<file path="src/rtl/controlpath_pkg.sv">
// Shared widths, MIR field positions and the micro-address type for the Mic-1 microsequencer.
package controlpath_pkg;

  localparam int MPC_W = 9;
  localparam int MBR_W = MPC_W - 1;

  localparam int NEXT_ADDR_MSB = 35;
  localparam int NEXT_ADDR_LSB = 27;
  localparam int JUMP_BIT      = 26;
  localparam int JUMPN_BIT     = 25;
  localparam int JUMPZ_BIT     = 24;

  typedef logic [MPC_W-1:0] maddr_t;

endpackage

</file>
<file path="src/rtl/controlpath_next_addr.sv">
// Combinational next-address select: conditional high bit plus optional MBR multiway OR.
module controlpath_next_addr
  import controlpath_pkg::*;
(
  input  logic [NEXT_ADDR_MSB:JUMPZ_BIT] mir,
  input  logic                           n_flag,
  input  logic                           z_flag,
  input  logic [MBR_W-1:0]               mbr,
  output maddr_t                         next_mpc
);

  maddr_t next_addr;
  logic   jump;
  logic   jump_n;
  logic   jump_z;
  logic   high_bit;

  assign next_addr = mir[NEXT_ADDR_MSB:NEXT_ADDR_LSB];
  assign jump      = mir[JUMP_BIT];
  assign jump_n    = mir[JUMPN_BIT];
  assign jump_z    = mir[JUMPZ_BIT];

  // NOTE: every output of a combinational block is assigned on every path, so no latch is inferred.
  always_comb begin
    high_bit = (jump_z & z_flag) | (jump_n & n_flag) | next_addr[MPC_W-1];
    next_mpc = {high_bit, next_addr[MBR_W-1:0] | (jump ? {MBR_W{1'b0}} : mbr)};
  end

endmodule

</file>
<file path="src/rtl/controlpath.sv">
// Mic-1 microsequencer top: MPC register plus (by default) one-cycle N/Z flag registers.
// Define CONTROLPATH_FLAG_BYPASS_EN to drop the flag registers and use live N/Z.
module controlpath
  import controlpath_pkg::*;
(
  input  logic                           clk,
  input  logic                           rst,
  input  logic                           N,
  input  logic                           Z,
  input  logic [MBR_W-1:0]               MBR,
  input  logic [NEXT_ADDR_MSB:JUMPZ_BIT] MIR,
  output maddr_t                         MPC
);

  logic   n_use;
  logic   z_use;
  maddr_t next_mpc;

`ifdef CONTROLPATH_FLAG_BYPASS_EN
  assign n_use = N;
  assign z_use = Z;
`else
  logic n_s;
  logic z_s;

  // NOTE: sequential state uses non-blocking assignments so every register samples pre-edge values.
  always_ff @(posedge clk) begin
    if (rst) begin
      n_s <= 1'b0;
      z_s <= 1'b0;
    end else begin
      n_s <= N;
      z_s <= Z;
    end
  end

  assign n_use = n_s;
  assign z_use = z_s;
`endif

  controlpath_next_addr u_next_addr (
    .mir      (MIR),
    .n_flag   (n_use),
    .z_flag   (z_use),
    .mbr      (MBR),
    .next_mpc (next_mpc)
  );

  // No stall: MPC advances on every non-reset edge.
  always_ff @(posedge clk) begin
    if (rst) MPC <= '0;
    else     MPC <= next_mpc;
  end

endmodule

</file>
<file path="config.mk">
export PLATFORM = sky130hd
export DESIGN_NAME = controlpath
export DESIGN_NICKNAME = d
export VERILOG_FILES = /design/src/rtl/controlpath_pkg.sv /design/src/rtl/controlpath_next_addr.sv /design/src/rtl/controlpath.sv
export SDC_FILE = /design/constraint.sdc
export NUM_CORES = 1
export LEC_CHECK = 0
export CORE_MARGIN = 4
export CORE_UTILIZATION = 26
export CTS_CLUSTER_DIAMETER = 30
export DETAILED_ROUTE_END_ITERATION = 10
export PLACE_DENSITY = 0.82
export SLEW_MARGIN = 20
export SYNTH_ARGS = -nofsm -noshare
export SYNTH_HDL_FRONTEND = slang
export SYNTH_SLANG_ARGS = --single-unit
</file>
<file path="constraint.sdc">
create_clock -name clk -period 0.8 [get_ports clk]
set_input_delay 0.16 -clock clk [delete_from_list [all_inputs] [get_ports clk]]
set_output_delay 0.16 -clock clk [all_outputs]
set_load 0.05 [all_outputs]
</file>
==> results of run 1 <==
cell families (layout without fill, tap and decap cells):
group,Yosys count,in the layout,synth area share
flops,11,11,0.5946
buf+inv,9,46,0.09458
simple gates,11,11,0.1790
compound gates,9,9,0.1318
flip-flops by register name (all words and copies together) (netlist names):
register  cells
z_s           1
MPC           9
n_s           1
per-layer routing:
metal  share of wire  global-route usage  vias to the layer above
met4           0.024             0.08523                        0
met2            0.57              0.2284                       21
met3            0.10             0.03557                        5
li1                -                   -                      197
met5               0                   0                        -
met1            0.30             0.07619                      166
worst max path at each step:
stage                       from                end  cells after the start
6_report       MPC[8]$_SDFF_PP0_             MPC[8]                      1
5_1_grt        MPC[1]$_SDFF_PP0_             MPC[1]                      1
3_3_place_gp             MIR[26]  MPC[3]$_SDFF_PP0_                      3
4_1_cts        MPC[8]$_SDFF_PP0_             MPC[8]                      1
2_1_floorplan  MPC[0]$_SDFF_PP0_             MPC[0]                      0
3_5_place_dp             MIR[26]  MPC[0]$_SDFF_PP0_                      3
final cells by class:
| cell class | instances | share of cell area |
|---|---|---|
| multi-input combinational | 20 | 0.1361 |
| clock buffer | 4 | 0.03107 |
| inverter | 8 | 0.03550 |
| sequential | 11 | 0.2737 |
| tap | 15 | 0.02219 |
| timing repair buffer | 34 | 0.5015 |
worst min-delay path, stage by stage:
cell	delay (ps)
clkdlybuf4s50_1	390
inv_1	50
a21oi_1	50
synth_stat cells:
| library cell | instances |
|---|---|
| dfxtp_1 | 11 |
| a21oi_1 | 8 |
| inv_1 | 8 |
| nand2b_1 | 8 |
| nor2b_1 | 2 |
| a221oi_1 | 1 |
| buf_2 | 1 |
| nor2_1 | 1 |
what timing repair did:
item	4_1_cts	5_1_grt
hold buffers	0	0
endpoints found under the setup margin	17	9
gates resized for setup	10	0
gates cloned	0	0
power by group:
group          switching, mW  total [mW]  leakage (nW)  internal [mW]
clock                  0.182       0.374        0.0150          0.193
combinational          0.164       0.403         0.263          0.239
sequential            0.0258       0.616        0.0939          0.590
total                  0.372        1.39         0.372           1.02
==> flow_metrics.tcl, run 1 <==
set metrics [dict create \
    final_cell_mix "22 x clkdlybuf4s50_1, 9 x dfxtp_2, 9 x buf_12" \
    multi_input_area_um2 115.1 \
    place_congestion 0.6231 \
    rsz0062_at_grt "yes" \
    min_from "MIR[32]" \
    p_per_area_mw_per_mm2 1647 \
    fin_ws_ps -103.4 \
    outcome "finished, violations left" \
    r2r_slack_ps 60 \
    core_mm2 0.001318 \
    critPathBufInv 1 \
    drcViolationCount 0 \
    path_class "flip-flop to output port" \
    startpoint_type "flip-flop" \
    path_max_fanout 1 \
    postCtsSetupRepairBufs 0 \
    ctsRootBufferMaster "clkbuf_4" \
    postPlaceCellArea_um2 809.5 \
    nets 102 \
    r2r_start "z_s$_SDFF_PP0_" \
    synth-seq-cells 11 \
    cts.reportedPaths.clkPinSlew_ps 70 \
    dp_hpwl_um 875 \
    dr.pass1.iters 3 \
    fp.dieW_um 45.74 \
    vias 389 \
    critPathCaptureType "output port" \
    antenna_found_initial 0 \
    wl_per_cell_um 11.34 \
    die_h_um 45.74 \
    hold_path_class "primary input to flip-flop" \
    layout_commonest_cell "clkdlybuf4s50_1" \
    max-slew-margin-rel 0.8458 \
    syn_inst 40 \
    grt_pass1_wl_mm 1.566 \
    yosys_warnings 0 \
    grt_pass1_vias 415 \
    ir_worst_vdd_v 0.001040 \
    synthDistinctLibCells 8 \
    cts_made_buffers 3 \
    row_count 13 \
    syn_nets 64 \
    cts_tree "built" \
    hold-path-endpoint "MPC[5]$_SDFF_PP0_" \
    cp_cell_sequence "buf_12" \
    seq_area_frac_synth 0.5946 \
    synth.area.top_cells "dfxtp_1 59%, nand2b_1 14%, a21oi_1 11%, inv_1 8.1%, nor2b_1 3.4%" \
    dp.cells 88 \
    finClkSkew_ps 0.1232 \
    hold_depth 3 \
    nFillCells 104 \
    grt_overflow 0 \
    p_total_mw 1.393 \
    diodes 0 \
    clk_latency_ps 260 \
    cts-htree-levels 1 \
    synth_top_cell_area_share 0.5946 \
    setup_tns_ps -879.8 \
    fmax_ghz 1.107 \
    pre_cts_ws_ps -318.5 \
    regArea_um2 231.5 \
    start_util 0.2811 \
    area_growth_pct 128.4 \
    cts.sink_count 11 \
    setup_viol 9 \
    drt_first_iter_violations 1 \
    instances_no_fill 92 \
    cp.arrival_ps 740 \
    drt_wl_total_mm 1.043 \
    tightest_slew_ps 231.3 \
    synth.largest_area_cell "dfxtp_1" \
    hold_violations 0 \
    port_buffers 32 \
    fin_crit_sh 1.129 \
    reg2regPathDepth 2 \
    cp_top_family "flip-flops" \
    grt_max_degree 9 \
    reg2reg_to "MPC[8]$_SDFF_PP0_" \
    ios 33 \
    utilization 0.6420 \
    syn_area_um2 370.4 \
    slowest_stage "dfxtp_2" \
    drive_gt1_frac 0.2987 \
    track_usage 0.1110 \
    drv_cap 0 \
    avgSynthCellArea_um2 9.259 \
    die-area_mm2 0.002092 \
    report.final.slew_viol_count 0 \
    ant_nets 0 \
    clock_path_buffers 2 \
    post_drt_via_cell_ratio 4.228 \
    period_needed_ps 903.4 \
    p_leak_nw 0.3720 \
    cp_slowest_stage_delay_ps 350 \
    failed_checks "negative setup slack" \
    postLayoutCellArea_um2 845.8 \
    whs_ps 416.2 \
    critPathRequiredTime_ps 640 \
]
Power figures use the tool's default switching activity.
==> inputs of run 2 (changes only) <==
- REMOVE_ABC_BUFFERS: unset -> 1
==> flow_metrics.tcl, run 2 (synthesis gave the netlist of run 1 again) <==
set metrics [dict create \
    drt_first_iter_violations 3 \
    grtUsageMet3 0.03162 \
    tightest_slew_ps 197.2 \
    cp_slowest_stage_delay_ps 350 \
    p_int_mw 1.023 \
    fin_crit_sh 1.139 \
    cp_top_family "flip-flops" \
    crit_end "MPC[7]" \
    rsz0062_at_grt "yes" \
    diodes 0 \
    wl_per_cell_um 11.78 \
    outcome "finished, violations left" \
    dr.pass1.iters 2 \
    antenna_found_initial 0 \
    setup.worst_path.start "MPC[7]$_SDFF_PP0_" \
    grt_pass1_wl_mm 1.697 \
    ios 33 \
    reg2reg_to "MPC[8]$_SDFF_PP0_" \
    hold_depth 3 \
    drive_gt1_frac 0.3117 \
    combPwrFrac 0.288 \
    p_switching_mw 0.3848 \
    nFillCells 104 \
    dp_hpwl_um 906.6 \
    critPathBufInv 1 \
    track_usage 0.1176 \
    period_needed_ps 911.1 \
    clkPwrFrac 0.274 \
    grt_pass1_vias 405 \
    critPathRequiredTime_ps 640 \
    row_count 13 \
    drt_wl_total_mm 1.084 \
    largest_reg_flops 9 \
    die_h_um 45.74 \
    r2r_start "z_s$_SDFF_PP0_" \
    reg_top3 "MPC: 9 flops, n_s: 1 flops, z_s: 1 flops" \
    critPathCaptureType "output port" \
    max-slew-margin-rel 0.8685 \
    setup_viol 9 \
    postLayoutCellArea_um2 852.1 \
    cts.sink_count 11 \
    place_congestion 0.6615 \
    largest_register "MPC" \
    cts_tree "built" \
    multi_input_area_um2 121.4 \
    regArea_um2 231.5 \
    ant_nets 0 \
    clk_latency_ps 270 \
    grt_use_met1 0.1241 \
    startpoint_type "flip-flop" \
    seq_power_share 0.438 \
    port_buffers 32 \
    whs_ps 415.7 \
    nets 102 \
    path_depth 1 \
    vias 384 \
    grt_max_degree 9 \
    postPlaceCellArea_um2 809.5 \
    start_util 0.2811 \
    reg2regPathDepth 2 \
    cts_made_buffers 3 \
    top_usage_layer "met2" \
    finClkSkew_ps 0.05140 \
    hold_violations 0 \
    area_growth_pct 130.1 \
    layout_commonest_cell "clkdlybuf4s50_1" \
    cts-htree-levels 1 \
    p_per_area_mw_per_mm2 1652 \
    fmax_ghz 1.098 \
    p_leak_nw 0.3746 \
    ir_worst_vdd_v 0.0009083 \
    path_max_fanout 1 \
    clock_path_buffers 2 \
    fin_ws_ps -111.1 \
    report.final.slew_viol_count 0 \
    r2r_slack_ps 90 \
    path_class "flip-flop to output port" \
    post_drt_via_cell_ratio 4.174 \
    ctsRootBufferMaster "clkbuf_4" \
    fp.dieW_um 45.74 \
    cts.reportedPaths.clkPinSlew_ps 70 \
    hold_path_class "primary input to flip-flop" \
    cp.arrival_ps 750 \
    slowest_stage "dfxtp_2" \
    use_met2 0.2061 \
    failed_checks "negative setup slack" \
    die-area_mm2 0.002092 \
    core_mm2 0.001318 \
    grt_overflow 0 \
    drcViolationCount 0 \
    drv_cap 0 \
    switching_share 0.2733 \
    cp_cell_sequence "buf_12" \
    final_cell_mix "22 x clkdlybuf4s50_1, 9 x dfxtp_2, 9 x buf_12" \
]
run 2: power by group through the flow:
stage	logic [mW]	registers, mW	clock network, mW
global placement	0.401	0.621	0
finish	0.405	0.617	0.386
global route	0.426	0.620	0.419
floorplan	0.0400	0.712	0
detailed placement	0.407	0.623	0
CTS	0.407	0.617	0.382
run 2: tightest hold or removal path, stage by stage:
cell             delay, ps
clkdlybuf4s50_1        390
inv_1                   50
a21oi_1                 50
run 2: metal layers:
layer	up-vias	share of wire	routed length, µm
li1	197	-	-
met1	165	0.39	420
met2	20	0.50	545
met3	2	0.093	101
met4	0	0.015	16
met5	-	0	0
run 2: metrics by stage:
| stage | power, mW | instances | utilization | setup slack [ps] | TNS [ps] |
|---|---|---|---|---|---|
| 2_1_floorplan | 0.7523 | 39 | - | 52.67 | 0 |
| 3_3_place_gp | 1.021 | 88 | 0.6144 | -232.2 | -2218 |
| 3_5_place_dp | 1.030 | 88 | 0.6144 | -296.5 | -2649 |
| 4_1_cts | 1.406 | 92 | 0.6420 | -113.5 | -935.9 |
| 5_1_grt | 1.466 | 92 | 0.6467 | -144.0 | -1198 |
| 6_report | 1.408 | 92 | 0.6467 | -111.1 | -932.5 |
run 2: cell type report:
cell class | instances | share of cell area
clock buffer | 4 | 0.03084
sequential | 11 | 0.2717
timing repair buffer | 34 | 0.4978
tap | 15 | 0.02203
inverter | 8 | 0.03524
multi-input combinational | 20 | 0.1424
run 2: what timing repair did:
action,CTS,global route
pin swaps,0,0
gates cloned,0,0
setup endpoints to repair,10,10
hold buffers,0,0
resized for setup,10,1
buffers inserted,0,0
run 2: worst min-delay path by stage:
| stage | start | to |
|---|---|---|
| 6_report | MIR[29] | MPC[2]$_SDFF_PP0_ |
| 5_1_grt | MIR[29] | MPC[2]$_SDFF_PP0_ |
| 4_1_cts | MIR[29] | MPC[2]$_SDFF_PP0_ |
| 3_5_place_dp | n_s$_SDFF_PP0_ | MPC[8]$_SDFF_PP0_ |
| 3_3_place_gp | n_s$_SDFF_PP0_ | MPC[8]$_SDFF_PP0_ |
| 2_1_floorplan | rst | MPC[0]$_SDFF_PP0_ |
==> edit: new RTL, settings of run 2 <==
Make the reset (`rst`) asynchronous in 2 clocked blocks.
--- a/src/rtl/controlpath.sv
+++ b/src/rtl/controlpath.sv
@@ -24,7 +24,7 @@
   logic z_s;
 
   // NOTE: sequential state uses non-blocking assignments so every register samples pre-edge values.
-  always_ff @(posedge clk) begin
+  always_ff @(posedge clk or posedge rst) begin
     if (rst) begin
       n_s <= 1'b0;
       z_s <= 1'b0;
@@ -47,7 +47,7 @@
   );
 
   // No stall: MPC advances on every non-reset edge.
-  always_ff @(posedge clk) begin
+  always_ff @(posedge clk or posedge rst) begin
     if (rst) MPC <= '0;
     else     MPC <= next_mpc;
   end
Function: differs if rst is asserted again (counterexample within 4 cycles, from zero or initial values and one cycle with rst high); with rst held inactive, the same outputs for 10 cycles.
==> edit against run 2 <==
The run still ends with negative setup slack left. Synthesized area down 4.7%. Design area decreased by 2.8%. Clock power decreased by 3%. Die area down 3.9%. Sequential cell count unchanged. Wire length is 18% lower. Power decreased by 1.6%. Global-route usage fell by 1.8 points. Worst setup slack worse by 72 ps. Critical path type unchanged. Largest cell class unchanged. Largest power group unchanged.
==> edit: results (changes against run 2) <==
Critical path
  • FF-to-FF Start: z_s$_DFF_PP0_
  • Crit path max-delay family: flip-flops
  • Slowest stage delay, CP: 400 ps (+50 ps)
  • Flop-to-flop setup slack: 30 ps (-60 ps)
  • CP max-delay cell: dfrtp_1
  • Path depth of the worst reg2reg path: 1 (-1)
  • Crit path from: MPC[2]$_DFF_PP0_
  • R2r endpoint: MPC[8]$_DFF_PP0_
  • CP endpoint: MPC[2]

Layout
  • Finished Core Util: 64.5% (-0.21 points)
  • Nets: 84 (-18%)
  • Ratio of cells with drive above 1 in the final layout: 23.7% (-7.4 points)
  • Fillers: 96 (-7.7%)

Pwr
  • Leak Pwr: 0.383 nW (+2.3%)
  • Maximum vdd drop: 0.696 mV (-23%)

Global route
  • Largest net degree at the start of global routing: 12 (+3)
  • GRT Util Overall: 9.99% (-1.8 points)
  • Global-route wire length before repair: 1350 um (-21%)
  • Vias in the first global route: 334 (-18%)

Worst hold path
  • Hold Crit Class: input port to async pin

Detailed routing
  • Pre-antenna DRT Iters: 3 (+1)
  • Routed wire length: 888 um (-18%)
  • Drt initial violations: 2 (-1)
  • Via count: 318 (-17%)
  • DRT antenna net count: 0 (unchanged)

Synth
  • Most area-consuming cells after synthesis: dfrtp_1 78%, a21o_1 17%, a221o_1 2.8%
  • Cell variety after synth: 4 (-4)
  • Post-synthesis async set-or-reset flop share: 100% (+100 points)
  • Post-synth EDFFs: 0 (unchanged)
  • Ys flop type: dfrtp_1
  • List of most frequent post-synthesis cells: 11 x dfrtp_1, 8 x a21o_1, 2 x inv_1
  • Proportion of synthesized chip area in sequential cells: 78.0% (+19 points)

Run
  • Max Cap Viol: 0 (unchanged)

Placed design
  • GP Congestion: 0.567 (-14%)
  • IO buf count: 32 (unchanged)
  • Detailed Place HPWL: 760 um (-16%)
  • Area after DPL: 802 sq um (-0.93%)

Status
  • Outcome: finished with violations
  • Violated checks: negative setup slack

Floorplanning
  • Die X: 44.8 um (-2.0%)

Clock tree
  • Clock Pin Slew Worst Setup and Hold Paths: 70 ps (about the same)

Timing
  • Final setup margin: -183 ps (-72.2 ps)
  • Clock skew: 0.346 ps (+0.295 ps)
  • Slew @ Worst Pin: 143 ps (-54.5 ps)
  • Final Setup Violations: 9 (unchanged)
[edit: changes by cell type after synthesis, sizes merged, moves of 2 or more]
| cell | run 2 | this run |
|---|---|---|
| a21oi | 8 | 0 |
| inv | 8 | 2 |
| a21o | 0 | 8 |
| nand2b | 8 | 0 |
| dfxtp | 11 | 0 |
| nor2b | 2 | 0 |
| dfrtp | 0 | 11 |
[edit: worst min path at each step]
stage | end | slack [ps] | depth (start not counted)
after CTS | MPC[3]$_DFF_PP0_ | 180 | 3
after detailed placement | MPC[8]$_DFF_PP0_ | 470 | 1
after floorplan | MPC[0]$_DFF_PP0_ | 10 | 1
after global placement | MPC[8]$_DFF_PP0_ | 460 | 1
after global routing | MPC[4]$_DFF_PP0_ | 210 | 3
final | MPC[3]$_DFF_PP0_ | 190 | 3
[edit: what timing repair did]
item | 4_1_cts | 5_1_grt
gates resized for setup | 0 | 1
setup endpoints to repair | 9 | 10
pin swaps | 0 | 0
[edit: through the flow]
step / std cells / hold slack, ps / setup WS, ps / TNS [ps]
2_1_floorplan: 22 / 12.4 / 46.4 / 0
3_3_place_gp: 70 / 460 / -248 / -2080
3_5_place_dp: 70 / 468 / -285 / -2380
4_1_cts: 74 / 180 / -196 / -1740
5_1_grt: 74 / 205 / -221 / -1870
6_report: 74 / 185 / -183 / -1600
[edit: logic make-up (layout without fill, tap and decap cells)]
group,count (synthesis),in the layout,synth area share [%]
AO/OA/AOI/OAI,9,9,19.9
buffers and inverters,2,39,2.13
flip-flops,11,11,78.0
[edit: layer usage]
layer  wire, um  vias to the layer above  GRT usage, %
met5          0                        -             0
met2        495                       19          17.8
met3        101                        2          2.79
li1           -                      148             -
met1        278                      149          9.11
met4         12                        0          8.77
[edit: final cells by class]
class                   instances  share of cell area, %
multi-input cells               9                   8.46
clock buffers                   4                   3.17
well taps                      15                   2.27
flip-flops and latches         11                   33.2
inverters                       2                  0.906
repair buffers                 33                   52.0
[edit: report_power, final]
part / internal, mW / leakage, nW / switching (mW) / total [mW]
Combinational: 0.236 / 0.247 / 0.158 / 0.394
Clock: 0.193 / 0.0150 / 0.183 / 0.376
Sequential: 0.590 / 0.122 / 0.0244 / 0.615
